### src/rtl/idea_subkey_sequencer.sv
// IDEA encryption subkey sequencer: streams NUM_SUBKEYS 16-bit subkeys from a 128-bit key over a valid/ready handshake.
// Optional build macro IDEA_SKSEQ_INDEX_EN adds the sk_index output.
module idea_subkey_sequencer #(
  parameter int NUM_SUBKEYS = 52,
  parameter int ROT         = 25
) (
  input  logic         clk,
  input  logic         rst_n,
  input  logic [127:0] key_in,
  input  logic         key_load,
  input  logic         abort,
  output logic         key_busy,
  output logic [15:0]  sk_data,
  output logic         sk_valid,
  input  logic         sk_ready,
  output logic         sk_last,
  output logic [3:0]   sk_round,
  output logic         done
`ifdef IDEA_SKSEQ_INDEX_EN
  ,
  output logic [5:0]   sk_index
`endif
);

  localparam int         ROT_MOD  = ROT % 128;
  localparam logic [5:0] LAST_IDX = 6'(NUM_SUBKEYS - 1);

  typedef enum logic [1:0] {IDLE, STREAM, DONE} state_t;

  state_t       state_reg, state_next;
  logic [127:0] key_reg, key_next;
  logic [5:0]   index_reg, index_next;
  logic [2:0]   word_sel_reg, word_sel_next;
  logic [15:0]  words [8];
  logic         in_stream;
  logic         is_last;
  logic [5:0]   round_full;

  // A shift by the full width yields zero, so ROT_MOD == 0 degenerates to identity.
  function automatic logic [127:0] rotl(input logic [127:0] k);
    return (k << ROT_MOD) | (k >> (128 - ROT_MOD));
  endfunction

  // Word 0 is the most significant 16 bits of the key register.
  generate
    for (genvar gi = 0; gi < 8; gi++) begin : g_words
      assign words[gi] = key_reg[127 - 16*gi -: 16];
    end
  endgenerate

  assign in_stream  = (state_reg == STREAM);
  assign is_last    = (index_reg == LAST_IDX);
  assign round_full = index_reg / 6'd6;

  assign key_busy = (state_reg != IDLE);
  assign sk_valid = in_stream;
  assign sk_data  = in_stream ? words[word_sel_reg] : 16'h0000;
  assign sk_last  = in_stream & is_last;
  assign sk_round = in_stream ? round_full[3:0] : 4'd0;
  assign done     = (state_reg == DONE);

`ifdef IDEA_SKSEQ_INDEX_EN
  assign sk_index = in_stream ? index_reg : 6'd0;
`endif

  always_comb begin
    state_next    = state_reg;
    key_next      = key_reg;
    index_next    = index_reg;
    word_sel_next = word_sel_reg;
    case (state_reg)
      IDLE: begin
        if (key_load) begin
          key_next      = key_in;
          index_next    = 6'd0;
          word_sel_next = 3'd0;
          state_next    = STREAM;
        end
      end
      STREAM: begin
        // Abort wins over a transfer presented in the same cycle.
        if (abort) begin
          state_next = IDLE;
        end else if (sk_ready) begin
          index_next    = index_reg + 6'd1;
          word_sel_next = word_sel_reg + 3'd1;
          if (word_sel_reg == 3'd7) begin
            key_next = rotl(key_reg);
          end
          if (is_last) begin
            state_next = DONE;
          end
        end
      end
      DONE:    state_next = IDLE;
      default: state_next = IDLE;
    endcase
  end

  always_ff @(posedge clk or negedge rst_n) begin
    if (!rst_n) begin
      state_reg    <= IDLE;
      key_reg      <= '0;
      index_reg    <= '0;
      word_sel_reg <= '0;
    end else begin
      state_reg    <= state_next;
      key_reg      <= key_next;
      index_reg    <= index_next;
      word_sel_reg <= word_sel_next;
    end
  end

endmodule

### config.mk
export PLATFORM = sky130hd
export DESIGN_NAME = idea_subkey_sequencer
export DESIGN_NICKNAME = d
export VERILOG_FILES = /design/src/rtl/idea_subkey_sequencer.sv
export SDC_FILE = /design/constraint.sdc
export NUM_CORES = 1
export LEC_CHECK = 0
export ABC_AREA = 1
export CAP_MARGIN = 20
export CORE_MARGIN = 3
export CORE_UTILIZATION = 40
export CTS_BUF_LIST = sky130_fd_sc_hd__clkbuf_4 sky130_fd_sc_hd__clkbuf_8
export DETAILED_ROUTE_END_ITERATION = 12
export MAX_ROUTING_LAYER = met4
export PLACE_DENSITY = 0.61
export SETUP_SLACK_MARGIN = 0.2
export SLEW_MARGIN = 5
export SYNTH_ARGS = -nofsm -noshare
export SYNTH_HDL_FRONTEND = slang
export SYNTH_SLANG_ARGS = --single-unit
### constraint.sdc
create_clock -name clk -period 2 [get_ports clk]
set_input_delay 0.3 -clock clk [delete_from_list [all_inputs] [get_ports clk]]
set_output_delay 0.3 -clock clk [all_outputs]
set_load 0.1 [all_outputs]
Word-level counts from Yosys, hierarchy flattened
Cells that the tools add are included.
{"block": "totals", "rom_bits": 0, "latchBits": 0, "in_bits": 133, "out_inout_bits": 24, "elab_cells": 50, "register_bits": 139, "mem_count": 0, "ram_bits": 0}
{"block": "classes", "shift": 0, "n_reduce_logical": 6, "div": 1, "mux": 23, "add_sub_neg": 2, "eq_ne": 10, "order_cmp": 1, "mul": 0, "bitwise_logic": 3}
{"op": "$mux W128", "count": 4}
{"op": "$pmux W128 S2", "count": 1}
{"op": "$or A128 B25 Y128", "count": 1}
{"op": "$bmux W16 S3", "count": 1}
{"op": "$mux W16", "count": 3}
{"op": "$mux W6", "count": 3}
{"op": "$pmux W6 S2", "count": 1}
{"op": "$mux W3", "count": 3}
{"op": "$mux W2", "count": 4}
{"op": "$add A6 B1 Y6 const B", "count": 1}
{"op": "$div A6 B3 Y6 const B", "count": 1}
{"op": "$eq A6 B6 Y1 const B", "count": 1}
{"op": "$ne A2 B2 Y1 const B", "count": 3}
{"op": "$pmux W3 S2", "count": 1}
{"op": "$reduce_and A5 Y1", "count": 1}
{"op": "$ge A4 B4 Y1 const B", "count": 1}
{"op": "$mux W4", "count": 1}
{"op": "$not A3 Y4", "count": 1}
{"op": "$pmux W2 S2", "count": 1}
{"op": "$reduce_and A4 Y1", "count": 1}
{"op": "$reduce_bool A2 Y1", "count": 2}
{"op": "$add A3 B1 Y3 const B", "count": 1}
{"op": "$eq A3 B3 Y1 const B", "count": 1}
{"op": "$ne A3 B2 Y1 const B", "count": 1}
{"op": "7 further kinds", "count": 7}

Longest topological paths before layout
Gate-level depths: netlist (run 1).
{"block": "logic_depth", "ltp_word": 5, "depth_mapped": 9, "mapped_depth_nobuf": 7}

Worst setup path after synthesis (run 1)
No wires, ideal clock.
{"block": "synth_timing", "kind": "register to output", "from": "register state_reg[1]", "to": "output sk_data[10]", "t_arrival_ns": 3.253, "slack_ns": -1.553, "stages_incl_launch_ff": 8, "n_path_buf": 2, "t_required_ns": 1.700, "cell_sequence": "dfrtp_1 inv_1 nand2_2 inv_2 buf_2 buf_1 nand2_1 nor2_1"}
{"block": "synth_via", "elab_chain_cells": 2}
{"item": "start, declared", "line_no": "30", "rtl": "state_t state_reg, state_next;"}
{"item": "start signal, assigned", "line_no": "107", "rtl": "state_reg <= state_next;"}
{"item": "$eq A2 B1 Y1", "line_no": "51", "rtl": "assign in_stream = (state_reg == STREAM);"}
{"item": "named net sk_valid", "line_no": "14", "rtl": "output logic sk_valid,"}
{"item": "$mux W16", "line_no": "57", "rtl": "assign sk_data = in_stream ? words[word_sel_reg] : 16'h0000;"}
{"item": "end, declared", "line_no": "13", "rtl": "output logic [15:0] sk_data,"}
The timed path passes the listed nets, and every way through them passes these cells.

Final worst setup path (run 1)
{"block": "layout_timing", "from": "register word_sel_reg[0]", "to": "output sk_data[12]"}
{"block": "layout_via", "elab_chain_cells": 5}
{"item": "start, declared", "line_no": "33", "rtl": "logic [2:0] word_sel_reg, word_sel_next;"}
{"item": "start signal, assigned", "line_no": "110", "rtl": "word_sel_reg <= word_sel_next;"}
{"item": "$not A3 Y4 (not written as such)", "line_no": "57"}
{"item": "$bmux W16 S3", "line_no": "57"}
{"item": "$mux W16 (not written as such) (2 in a row)", "line_no": "57"}
{"item": "$mux W16", "line_no": "57"}
No other way between the ends. The select of a mux whose other input is x is not followed.

==> results of run 1 <==
## power by group through the flow
stage                     Combinational, mW  Clock (mW)  Sequential, mW
after floorplan                        4.85           0            4.21
after global placement                 7.64           0            4.36
after detailed placement               7.68           0            4.37
after CTS                              8.00        2.61            4.33
after global routing                   9.60        2.74            4.49
final                                  9.08        2.61            4.38
## worst reg2reg max path, cell delays in order, from the launching register on
cell,delay [ps]
sky130_fd_sc_hd__dfrtp_2,490
sky130_fd_sc_hd__buf_4,170
sky130_fd_sc_hd__ha_2,190
sky130_fd_sc_hd__ha_2,180
sky130_fd_sc_hd__a21oi_2,180
sky130_fd_sc_hd__a21oi_4,70
sky130_fd_sc_hd__buf_12,140
sky130_fd_sc_hd__buf_12,140
sky130_fd_sc_hd__buf_12,140
sky130_fd_sc_hd__clkbuf_16,160
sky130_fd_sc_hd__nand2_1,50
sky130_fd_sc_hd__o21ai_0,70
## path summary, 6_finish.rpt
kind                                end  slack [ps]  cells past startpoint
min in group clk           key_reg[120]         510                      5
max reg2reg                  key_reg[9]         -80                     11
max in group asynchronous    key_reg[7]        1020                      3
min                         key_reg[44]         310                      2
max                         sk_data[12]        -330                      8
min reg2reg                 key_reg[79]         540                      2
## cells in the mapped netlist, drive strengths merged (5+ instances only)
cell type and instances:
o211ai 32, inv 143, nor2 41, nand3 50, ha 5, dfrtp 139, clkbuf 27, o21ai 282
nand2 379, buf 57, a21oi 20
## metrics by stage
| step | total power, mW | std cells |
|---|---|---|
| 2_1_floorplan | 9.06 | 1183 |
| 3_3_place_gp | 12.0 | 1549 |
| 3_5_place_dp | 12.1 | 1549 |
| 4_1_cts | 14.9 | 1598 |
| 5_1_grt | 16.8 | 1640 |
| 6_report | 16.1 | 1640 |
## area by class of cell
cell class                 count  area share (%)
tap                          265            2.73
inverter                     145            4.67
sequential                   139            28.7
timing repair buffer         244            25.8
clock inverter                13            1.55
multi-input combinational    815            34.5
clock buffer                  19            2.05
## repair_timing
action | 4_1_cts | 5_1_grt
setup buffers | 15 | 23
setup endpoints to repair | 65 | 106
pin swaps | 16 | 23
gates resized for setup | 58 | 111
cloned | 1 | 19
hold buffers | 1 | 0
hold endpoints to repair | 36 | 0
## layer usage
metal | GRT usage [%] | vias to the layer above | wire length, µm
met5 | - | - | 0
met4 | 8.87 | 0 | 1000
met3 | 6.25 | 61 | 3350
met2 | 41.7 | 540 | 15300
met1 | 40.8 | 4277 | 14400
li1 | - | 4147 | -
## cell usage in the layout (no fill, tap or decap), drive strengths merged
master / netlist / layout
clkinv: 2 / 5
nand3: 50 / 50
inv: 143 / 147
o21ai: 282 / 282
xor2: 1 / 1
ha: 5 / 5
clkdlybuf4s50: 0 / 131
a21oi: 20 / 20
nand4: 2 / 2
or2: 2 / 2
o211ai: 32 / 32
clkbuf: 27 / 33
bufinv: 0 / 4
buf: 57 / 98
dlygate4sd3: 0 / 1
nor2: 41 / 41
nand2: 379 / 379
clkinvlp: 0 / 2
dfrtp: 139 / 139
nor3: 1 / 1
## cell families after synthesis
| kind of cell | after synthesis |
|---|---|
| AOI/OAI and AO/OA | 334 |
| xor gates and xnor gates | 1 |
| adders and majority gates | 5 |
| buffers and inverters | 229 |
| DFF | 139 |
| and+or+nand+nor | 475 |
==> results.md, run 1 <==
| Item | Reported |
|---|---|
| Simple-Gate Fraction of Synth Area | 22.9% |
| Post-synth ARST share | 100% |
| Final setup violation count | 30 |
| Outcome | complete, but fails checks |
| Total leakage power | 5.39 nW |
| Final HPWL DP | 22600 µm |
| GRT Overall Usage | 28.9% |
| Total area of sequential cells | 3490 µm² |
| Final GP Congestion | 0.942 |
| Largest driver fanout on the critical path | 5 |
| Count of vias placed by the detailed router | 9025 |
| Row Count | 51 |
| DRC marker count from the first detailed-route iteration | 948 |
| Maximum number of pins on one net before global-route repair | 147 |
| Number of maximum-capacitance violations | 0 |
| WL/cell | 20.8 µm |
| IR Drop Worst-Case VDD | 1.01 mV |
| Worst slew margin relative to its limit | 68.3% |
| Global-route wire length before repair | 46500 µm |
| Total standard cell area after synthesis | 8130 µm² |
| Area growth from synthesis to layout | 49.6% |
| Chip width | 149 µm |
| Critical path arrival | 2030 ps |
| CTS clock-pin slew for the worst setup and hold paths | 90 ps |
| Part of the total power dissipated in the clock network | 16.3% |
| Worst path bufs/invs | 3 |
| Number of diodes | 0 |
| Area of all placed cells without fillers | 12200 µm² |
| Top-level I/O count | 157 |
| Die outline area | 22100 µm² |
| Port bufs | 156 |
| Number of flip-flops under the largest register name | 128 |
| Placement Cell Area | 10500 µm² |
| Count of nets after finishing | 1500 |
| Multi-input gate area | 4200 µm² |
| Cell accounting for the most synthesized area | sky130_fd_sc_hd__dfrtp_1 |
| Combinational group share of total power | 56.5% |
| Filler Cell Count | 1723 |
| Library cell contributing the largest single delay on the critical path | sky130_fd_sc_hd__dfrtp_2 |
| Clock tree from TritonCTS | yes |
| Cells along the critical path | buf_12 > clkbuf_16 > nand2_1 > o211ai_1 > nand2_1 > nor2_4 > nor2_4 > buf_12 |
| Crit Path Category | reg -> out |
| Residual DRC count | 0 |
| Capturing element type of the critical path | primary output |
| Number of buffers inserted during clock tree synthesis | 17 |
| Sequential cell fraction of total power | 27.3% |
| Critical Path Source Type | flip-flop |
| Failing checks | setup timing |
| Via count of the first global-routing pass | 8001 |
| Cell family with most CP delay | flip-flops |
| Share of total power consumed by net switching | 47.3% |
| Worst hold-check slack | 307 ps |
| XOR/XNOR share of the synthesized area | 0.108% |
| CP Data Required Time | 1700 ps |
| Sum of negative setup slack | -5060 ps |
| Proportion of layout cells with a drive suffix above 1 | 18.8% |
| Final max-slew violation count | 0 |
| Net Switching | 7.60 mW |
| Commonest register cell after synthesis | sky130_fd_sc_hd__dfrtp_1 |
| Total grt overflow | 0 |
| Compound-gate portion of the synthesized area | 21.7% |
| Endpoints failing hold | 0 |
| Dominant combinational cell family by area after synthesis | simple AND/OR/NAND/NOR gates |
| Share of synthesized cell area in full adder, half adder and majority cells | 0.769% |
| Worst Clk Skew | 12.1 ps |
| Starting density of the core | 41.2% |
| Proportion of synthesized chip area in sequential cells | 42.8% |
| Slowest Stage Delay on Critical Path | 490 ps |
| Worst Setup Slack, final | -330 ps |
| Total routed wirelength | 34100 µm |
| Antenna violations before repair | 0 |
| Post-Synthesis Mean Instance Area | 6.87 µm² |
| Min Tclk post-route | 2330 ps |
| Int Power | 8.47 mW |
| Worst slack after detailed placement | 65.3 ps |
| Number of enable-type register cells in the synthesized netlist | 0 |
| Worst Tran Pin Value | 470 ps |
| Die Height | 149 µm |
| Portion of netlist area occupied by mux cells | 0% |
| Buffer type at the clock tree root | sky130_fd_sc_hd__clkbuf_8 |
| Total power density per cell area | 1320 nW/µm² |
| Biggest area contributors in the synthesized netlist | sky130_fd_sc_hd__dfrtp_1, sky130_fd_sc_hd__nand2_1, sky130_fd_sc_hd__o21ai_0 |
| Share of the core filled with cells | 61.7% |
| Max Freq | 0.429 GHz |
| Sinks on the clock net | 139 |
| Area of the core | 19700 µm² |
| Maximum root-to-sink buffer count | 2 |
| Synth unique cells | 23 |
| Beginning of the critical path | word_sel_reg[0] |
| Post-synth net total | 1321 |
| Area share of the largest cell type after synthesis | 42.8% |
| Yosys warning count | 0 |
| DR vias/cell | 5.50 |
| Unrepaired setup endpoints after global routing | yes |
| Hold Path Class | in -> async |
| Final period utilization | 116% |
| Source of the worst register-to-register timing path | word_sel_reg[0] |
| Antenna Violating Nets Remaining | 0 |
| Clock insertion delay at the later pin of the skew report | 470 ps |
| Seq cells post-synth | 139 |
| Detailed-router iteration count before antenna repair | 6 |
| H-tree level count | 4 |
| Cells after synthesis | 1183 |
(Power assumes the default switching activity.)
==> inputs of run 2 (changes only) <==
--- a/config.mk
+++ b/config.mk
@@ -5,14 +5,13 @@
 export SDC_FILE = /design/constraint.sdc
 export NUM_CORES = 1
 export LEC_CHECK = 0
-export ABC_AREA = 1
 export CAP_MARGIN = 20
 export CORE_MARGIN = 3
 export CORE_UTILIZATION = 40
 export CTS_BUF_LIST = sky130_fd_sc_hd__clkbuf_4 sky130_fd_sc_hd__clkbuf_8
 export DETAILED_ROUTE_END_ITERATION = 12
 export MAX_ROUTING_LAYER = met4
-export PLACE_DENSITY = 0.61
+export PLACE_DENSITY = 0.62
 export SETUP_SLACK_MARGIN = 0.2
 export SLEW_MARGIN = 5
 export SYNTH_ARGS = -nofsm -noshare
==> results.md, run 2 <==
| Item | Reported | vs previous |
|---|---|---|
| Die Height | 143 µm | -4.0% |
| Compound-gate portion of the synthesized area | 12.6% | -9.1 points |
| Most used cells in the layout excluding fill and tap cells | sky130_fd_sc_hd__nand2_1, sky130_fd_sc_hd__nor2_1, sky130_fd_sc_hd__dfrtp_1 |  |
| Most used routing layer in global routing | met2 |  |
| CTS clock-pin slew for the worst setup and hold paths | 80 ps | about the same |
| Simple-Gate Fraction of Synth Area | 22.5% | -0.37 points |
| Final period utilization | 123% | +6.6 points |
| Worst Clk Skew | 10.1 ps | -2.00 ps |
| Critical path arrival | 2160 ps | +130 ps |
| Number of flip-flops under the largest register name | 128 | unchanged |
| Unrepaired setup endpoints after global routing | yes |  |
| Final HPWL DP | 21600 µm | -4.2% |
| Net Switching | 6.07 mW | -20% |
| WL/cell | 22.8 µm | +9.6% |
| Inst Count DP | 1262 | -19% |
| XOR/XNOR share of the synthesized area | 0.469% | +0.36 points |
| Grt met2 use | 43.4% | +1.7 points |
| Cell accounting for the most synthesized area | sky130_fd_sc_hd__dfrtp_1 |  |
| Clock tree from TritonCTS | yes |  |
| Residual DRC count | 0 | unchanged |
| Starting density of the core | 41.2% | -0.051 points |
| Area of the core | 18100 µm² | -8.0% |
| Library cell contributing the largest single delay on the critical path | sky130_fd_sc_hd__mux4_2 |  |
| Sinks on the clock net | 139 | unchanged |
| Proportion of synthesized chip area in sequential cells | 46.5% | +3.8 points |
| Top-level I/O count | 157 | unchanged |
| Final max-slew violation count | 0 | unchanged |
| Source of the worst register-to-register timing path | word_sel_reg[0] |  |
| Total power density per cell area | 1290 nW/µm² | -2.6% |
| Dominant combinational cell family by area after synthesis | simple AND/OR/NAND/NOR gates |  |
| Worst slack after detailed placement | -29.8 ps | -95.1 ps |
| Antenna Violating Nets Remaining | 0 | unchanged |
| R2R cell count | 9 | -2 |
| Commonest register cell after synthesis | sky130_fd_sc_hd__dfrtp_1 |  |
| Chip width | 143 µm | -4.0% |
| Proportion of layout cells with a drive suffix above 1 | 23.5% | +4.7 points |
| Post-Synthesis Mean Instance Area | 8.65 µm² | +26% |
| Port bufs | 156 | unchanged |
| Total leakage power | 4.72 nW | -12% |
| Worst Tran Pin Value | 473 ps | +2.73 ps |
| Global-route wire length before repair | 44200 µm | -4.9% |
| Total grt overflow | 0 | unchanged |
| Worst path bufs/invs | 3 | unchanged |
| Via count of the first global-routing pass | 7244 | -9.5% |
| Buffer type at the clock tree root | sky130_fd_sc_hd__clkbuf_8 |  |
| Share of the core filled with cells | 62.5% | +0.86 points |
| Detailed-router iteration count before antenna repair | 6 | unchanged |
| Int Power | 8.54 mW | +0.80% |
| Slowest Stage Delay on Critical Path | 560 ps | +70 ps |
| Cells after synthesis | 864 | -27% |
| Crit Path Category | reg -> out |  |
| Top cells by count, synth | sky130_fd_sc_hd__nand2_1, sky130_fd_sc_hd__nor2_1, sky130_fd_sc_hd__dfrtp_1 |  |
| DRC marker count from the first detailed-route iteration | 951 | +0.32% |
| Total standard cell area after synthesis | 7470 µm² | -8.1% |
| Tot Pwr | 14.6 mW | -9.1% |
| Maximum root-to-sink buffer count | 2 | unchanged |
| Post-synth ARST share | 100% | unchanged |
| Sequential cell fraction of total power | 32.1% | +4.8 points |
| Biggest area contributors in the synthesized netlist | sky130_fd_sc_hd__dfrtp_1, sky130_fd_sc_hd__nand2_1, sky130_fd_sc_hd__a31oi_1 |  |
| Part of the total power dissipated in the clock network | 18.5% | +2.2 points |
| Clock insertion delay at the later pin of the skew report | 460 ps | about the same |
| Critical Path Source Type | flip-flop |  |
| Yosys warning count | 0 | unchanged |
| Synth unique cells | 34 | +48% |
| Commonest non-fill, non-tap cell in the layout | sky130_fd_sc_hd__nand2_1 |  |
| CP Data Required Time | 1700 ps | about the same |
| Max Freq | 0.406 GHz | -5.4% |
| Filler Cell Count | 1494 | -13% |
| Final GP Congestion | 0.964 | +2.4% |
| DR vias/cell | 5.74 | +4.4% |
| IR Drop Worst-Case VDD | 0.697 mV | -31% |
| Count of vias placed by the detailed router | 7586 | -16% |
| Row Count | 49 | -3.9% |
| Maximum number of pins on one net before global-route repair | 68 | -54% |
| Capturing element type of the critical path | primary output |  |
| Cells along the critical path | buf_6 > mux4_2 > mux2i_2 > buf_4 > nor2_4 > buf_12 |  |
| Area share of the largest cell type after synthesis | 46.5% | +3.8 points |
| Number of maximum-capacitance violations | 0 | unchanged |
| Count of nets after finishing | 1215 | -19% |
| Combinational group share of total power | 49.5% | -7.0 points |
| Register-to-register path setup slack | -90 ps | about the same |
| Worst hold-check slack | 339 ps | +32.6 ps |
| Cell family with most CP delay | multiplexers |  |
| Outcome | complete, but fails checks |  |
| Total routed wirelength | 30100 µm | -12% |
| GRT Overall Usage | 30.3% | +1.5 points |
| Endpoints failing hold | 0 | unchanged |
| Post-synth net total | 1002 | -24% |
| Share of total power consumed by net switching | 41.6% | -5.7 points |
| Critical Path Stages | 6 | -2 |
| Area growth from synthesis to layout | 51.9% |  |
| Hold Path Class | in -> async |  |
| Final setup violation count | 130 | +330% |
| Number of buffers inserted during clock tree synthesis | 17 | unchanged |
| Die outline area | 20400 µm² | -7.8% |
| Failing checks | setup timing |  |
| Post-route insts no fill | 1321 | -19% |
| Largest driver fanout on the critical path | 5 | unchanged |
| Number of enable-type register cells in the synthesized netlist | 0 | unchanged |
| Portion of netlist area occupied by mux cells | 11.8% | +12 points |
| Seq cells post-synth | 139 | unchanged |
| Share of synthesized cell area in full adder, half adder and majority cells | 0.971% | +0.20 points |
| Met1 track utilization from global routing | 41.1% | +0.33 points |
| Worst slew margin relative to its limit | 68.5% | +0.15 points |
| Top-count cell post-synth | sky130_fd_sc_hd__nand2_1 |  |
| Critical register-to-register path endpoint | key_reg[77] |  |
| Met3 GRT Util | 9.11% | +2.9 points |
| Min Tclk post-route | 2460 ps | +132 ps |
| Antenna violations before repair | 3 | +3 |
| Worst Setup Slack, final | -461 ps | -132 ps |
| H-tree level count | 4 | unchanged |
run 2: cell count changes after synthesis, sizes merged, moves of 13 or more:
cell / before / now
a21oi: 20 / 5
a31oi: 0 / 128
clkbuf: 27 / 14
inv: 143 / 6
mux2i: 0 / 16
mux4: 0 / 32
nand2: 379 / 266
nand3: 50 / 3
nor2: 41 / 153
o211ai: 32 / 0
o21ai: 282 / 6
run 2: per-layer routing:
layer / share of wire (%) / up-vias
met5: 0 / -
met2: 45 / 500
li1: - / 3407
met1: 40 / 3612
met4: 3.9 / 0
met3: 11 / 67
run 2: power by group through the flow:
stage | clock network, mW | logic, mW | registers [mW]
global placement | 0 | 6.57 | 4.65
CTS | 2.71 | 7.03 | 4.61
floorplan | 0 | 4.15 | 4.14
detailed placement | 0 | 6.64 | 4.64
global route | 2.84 | 7.61 | 4.71
finish | 2.70 | 7.22 | 4.68
run 2: stage by stage:
step | cell area (µm²) | TNS, ps
3_3_place_gp | 10200 | -53.4
4_1_cts | 11200 | -8900
2_1_floorplan | 7760 | 0
3_5_place_dp | 10200 | -71.0
6_report | 11400 | -11010
5_1_grt | 11400 | -28470
run 2: how the worst max path moves through the flow:
stage | start | to | slack [ps]
after floorplan | index_reg[4] | sk_round[0] | 50
after global placement | word_sel_reg[1] | sk_data[11] | -50
after detailed placement | word_sel_reg[1] | sk_data[11] | -30
after CTS | word_sel_reg[0] | sk_data[0] | -460
after global routing | word_sel_reg[0] | sk_data[2] | -520
final | word_sel_reg[0] | sk_data[11] | -460
run 2: cell families after synthesis:
| family | count (synthesis) |
|---|---|
| muxes | 48 |
| and+or+nand+nor | 437 |
| AOI/OAI and AO/OA | 150 |
| adders and majority gates | 6 |
| DFF | 139 |
| buffers and inverters | 80 |
| xor gates and xnor gates | 4 |
run 2: layout make-up:
| type | count | area, µm² | share of cell area, % |
|---|---|---|---|
| multi-input cells | 645 | 3970 | 35.0 |
| flip-flops and latches | 139 | 3480 | 30.7 |
| repair buffers | 268 | 3110 | 27.4 |
| well taps | 229 | 287 | 2.52 |
| clock buffers | 21 | 277 | 2.44 |
| clock inverters | 10 | 189 | 1.66 |
| inverters | 6 | 30.0 | 0.265 |
| diodes | 3 | 7.51 | 0.0661 |
run 2: timing repair:
action,CTS,global route
endpoints found under the setup margin,147,153
pin swaps,9,5
setup buffers,11,4
gates resized for setup,42,5
hold buffers,1,0
cloned,6,3
hold endpoints to repair,43,0
==> inputs of run 3 (changes only) <==
==> constraint.sdc (replaced) <==
create_clock -name clk -period 2 [get_ports clk]
set_input_delay 0.5 -clock clk [delete_from_list [all_inputs] [get_ports clk]]
set_output_delay 0.5 -clock clk [all_outputs]
set_load 0.1 [all_outputs]
==> results.md, run 3 (synthesis results as in run 2) <==
| Item | Reported | vs previous |
|---|---|---|
| Outcome | complete, but fails checks |  |
| Failing checks | setup timing |  |
| Register-to-register path setup slack | -80 ps | about the same |
| Beginning of the critical path | word_sel_reg[0] |  |
| Number of buffers inserted during clock tree synthesis | 17 | unchanged |
| Clock insertion delay at the later pin of the skew report | 480 ps | +20 ps |
| DRC marker count from the first detailed-route iteration | 984 | +3.5% |
| Worst path bufs/invs | 3 | unchanged |
| Count of nets after finishing | 1262 | +3.9% |
| Int Power | 8.37 mW | -1.9% |
| Critical register-to-register path endpoint | key_reg[83] |  |
| Worst Clk Skew | 11.3 ps | +1.22 ps |
| Final setup violation count | 104 | -20% |
| Final max-slew violation count | 0 | unchanged |
| Hold Path Class | in -> async |  |
| Residual DRC count | 0 | unchanged |
| Total grt overflow | 0 | unchanged |
| Critical Path Source Type | flip-flop |  |
| Worst slew margin relative to its limit | 69.2% | +0.71 points |
| Part of the total power dissipated in the clock network | 16.5% | -2.0 points |
| IR Drop Worst-Case VDD | 0.611 mV | -12% |
| Detailed-router iteration count before antenna repair | 5 | -1 |
| Sequential cell fraction of total power | 31.4% | -0.7 points |
| Row Count | 49 | unchanged |
| Total power density per cell area | 1270 nW/µm² | -1.2% |
| Worst Tran Pin Value | 463 ps | -10.6 ps |
| Worst Setup Slack, final | -677 ps | -216 ps |
| Total leakage power | 4.83 nW | +2.4% |
| Source of the worst register-to-register timing path | word_sel_reg[0] |  |
| Global-route wire length before repair | 44000 µm | -0.42% |
| Max Freq | 0.374 GHz | -8.1% |
| Die outline area | 20400 µm² | unchanged |
| Final GP Congestion | 0.928 | -3.7% |
| Antenna Violating Nets Remaining | 0 | unchanged |
| Combinational group share of total power | 52.0% | +2.5 points |
| Cell occurring most often along the worst timing path | sky130_fd_sc_hd__buf_12 |  |
| Starting density of the core | 41.2% | unchanged |
| Critical Path Stages | 6 | unchanged |
| Maximum root-to-sink buffer count | 2 | unchanged |
| Net Switching | 6.26 mW | +3.2% |
| Top-level I/O count | 157 | unchanged |
| DR vias/cell | 5.64 | -1.8% |
| Number of flip-flops under the largest register name | 128 | unchanged |
| Area growth from synthesis to layout | 53.9% |  |
| Number of diodes | 0 | -3 |
| Buffer type at the clock tree root | sky130_fd_sc_hd__clkbuf_8 |  |
| Largest driver fanout on the critical path | 8 | +3 |
| Total routed wirelength | 30500 µm | +1.4% |
| Critical path arrival | 2180 ps | +20 ps |
| Port bufs | 156 | unchanged |
| Antenna violations before repair | 0 | -3 |
| Final period utilization | 134% | +11 points |
| Die Height | 143 µm | unchanged |
| Sum of negative setup slack | -13070 ps | -2060 ps |
| Min Tclk post-route | 2680 ps | +216 ps |
| Via count of the first global-routing pass | 7105 | -1.9% |
| Termination of the worst setup path | sk_data[2] |  |
| Area of the core | 18100 µm² | unchanged |
| Count of vias placed by the detailed router | 7707 | +1.6% |
| R2R cell count | 10 | +1 |
| Most used cells in the layout excluding fill and tap cells | sky130_fd_sc_hd__nand2_1, sky130_fd_sc_hd__nor2_1, sky130_fd_sc_hd__dfrtp_1 |  |
| Endpoints failing hold | 0 | unchanged |
| Share of total power consumed by net switching | 42.8% | +1.2 points |
| Slowest Stage Delay on Critical Path | 540 ps | -20 ps |
| Library cell contributing the largest single delay on the critical path | sky130_fd_sc_hd__mux4_2 |  |
| Sinks on the clock net | 139 | unchanged |
| Chip width | 143 µm | unchanged |
| CP Data Required Time | 1500 ps | -200 ps |
| Maximum number of pins on one net before global-route repair | 93 | +37% |
| Crit Path Category | reg -> out |  |
| Proportion of layout cells with a drive suffix above 1 | 27.1% | +3.6 points |
| Final HPWL DP | 23300 µm | +7.9% |
| H-tree level count | 4 | unchanged |
| Capturing element type of the critical path | primary output |  |
| WL/cell | 22.3 µm | -1.9% |
| Clock tree from TritonCTS | yes |  |
| Unrepaired setup endpoints after global routing | yes |  |
| Cells along the critical path | buf_12 > mux4_2 > mux2i_2 > buf_4 > nor2_4 > buf_12 |  |
| GRT Overall Usage | 30.6% | +0.26 points |
| CTS clock-pin slew for the worst setup and hold paths | 90 ps | about the same |
| Commonest non-fill, non-tap cell in the layout | sky130_fd_sc_hd__nand2_1 |  |
| Number of maximum-capacitance violations | 0 | unchanged |
| Cell family with most CP delay | multiplexers |  |
| Share of the core filled with cells | 63.4% | +0.85 points |
-- run 3: through the flow --
step | setup WS, ps | instance area (µm²) | cells | power [mW] | hold slack, ps
2_1_floorplan | -151 | 7790 | 864 | 8.31 | 204
4_1_cts | -686 | 11300 | 1362 | 14.3 | 516
3_5_place_dp | -207 | 10700 | 1317 | 11.7 | 455
3_3_place_gp | -205 | 10700 | 1317 | 11.7 | 446
6_report | -677 | 11500 | 1366 | 14.6 | 503
5_1_grt | -715 | 11500 | 1366 | 15.2 | 542
-- run 3: repair_timing --
item                                   4_1_cts  5_1_grt
pin swaps                                   14        8
endpoints found under the hold margin       37        0
resized for setup                           34       22
setup buffers                               12        2
cloned                                       0        2
hold buffers                                 1        0
setup endpoints to repair                  152      153
-- run 3: cell type report --
cell class	count	area [µm²]
Clock inverter	12	138
Multi-Input combinational cell	645	4030
Fill cell	1499	6640
Tap cell	229	287
Timing Repair Buffer	315	3270
Sequential cell	139	3480
Inverter	6	27.5
Clock buffer	20	269
-- run 3: per-layer routing --
layer	GRT usage [%]	share of wire [%]	up-vias
li1	-	-	3500
met1	42.2	41	3692
met3	8.14	10	55
met4	9.80	3.0	0
met2	44.2	45	460
met5	-	0	-
-- run 3: worst min-delay path by stage --
stage | from | endpoint | slack [ps] | cells past startpoint
floorplan | rst_n | index_reg[0] | 200 | 0
global placement | rst_n | key_reg[56] | 450 | 1
detailed placement | rst_n | key_reg[56] | 450 | 1
CTS | rst_n | key_reg[56] | 520 | 2
global route | rst_n | key_reg[56] | 540 | 2
finish | rst_n | key_reg[56] | 500 | 2
-- run 3: power by group through the flow --
| stage | Sequential [mW] | Combinational, mW | Clock [mW] |
|---|---|---|---|
| after global routing | 4.62 | 8.02 | 2.54 |
| after global placement | 4.58 | 7.09 | 0 |
| after floorplan | 4.15 | 4.17 | 0 |
| after CTS | 4.54 | 7.34 | 2.41 |
| after detailed placement | 4.57 | 7.16 | 0 |
| final | 4.60 | 7.62 | 2.42 |
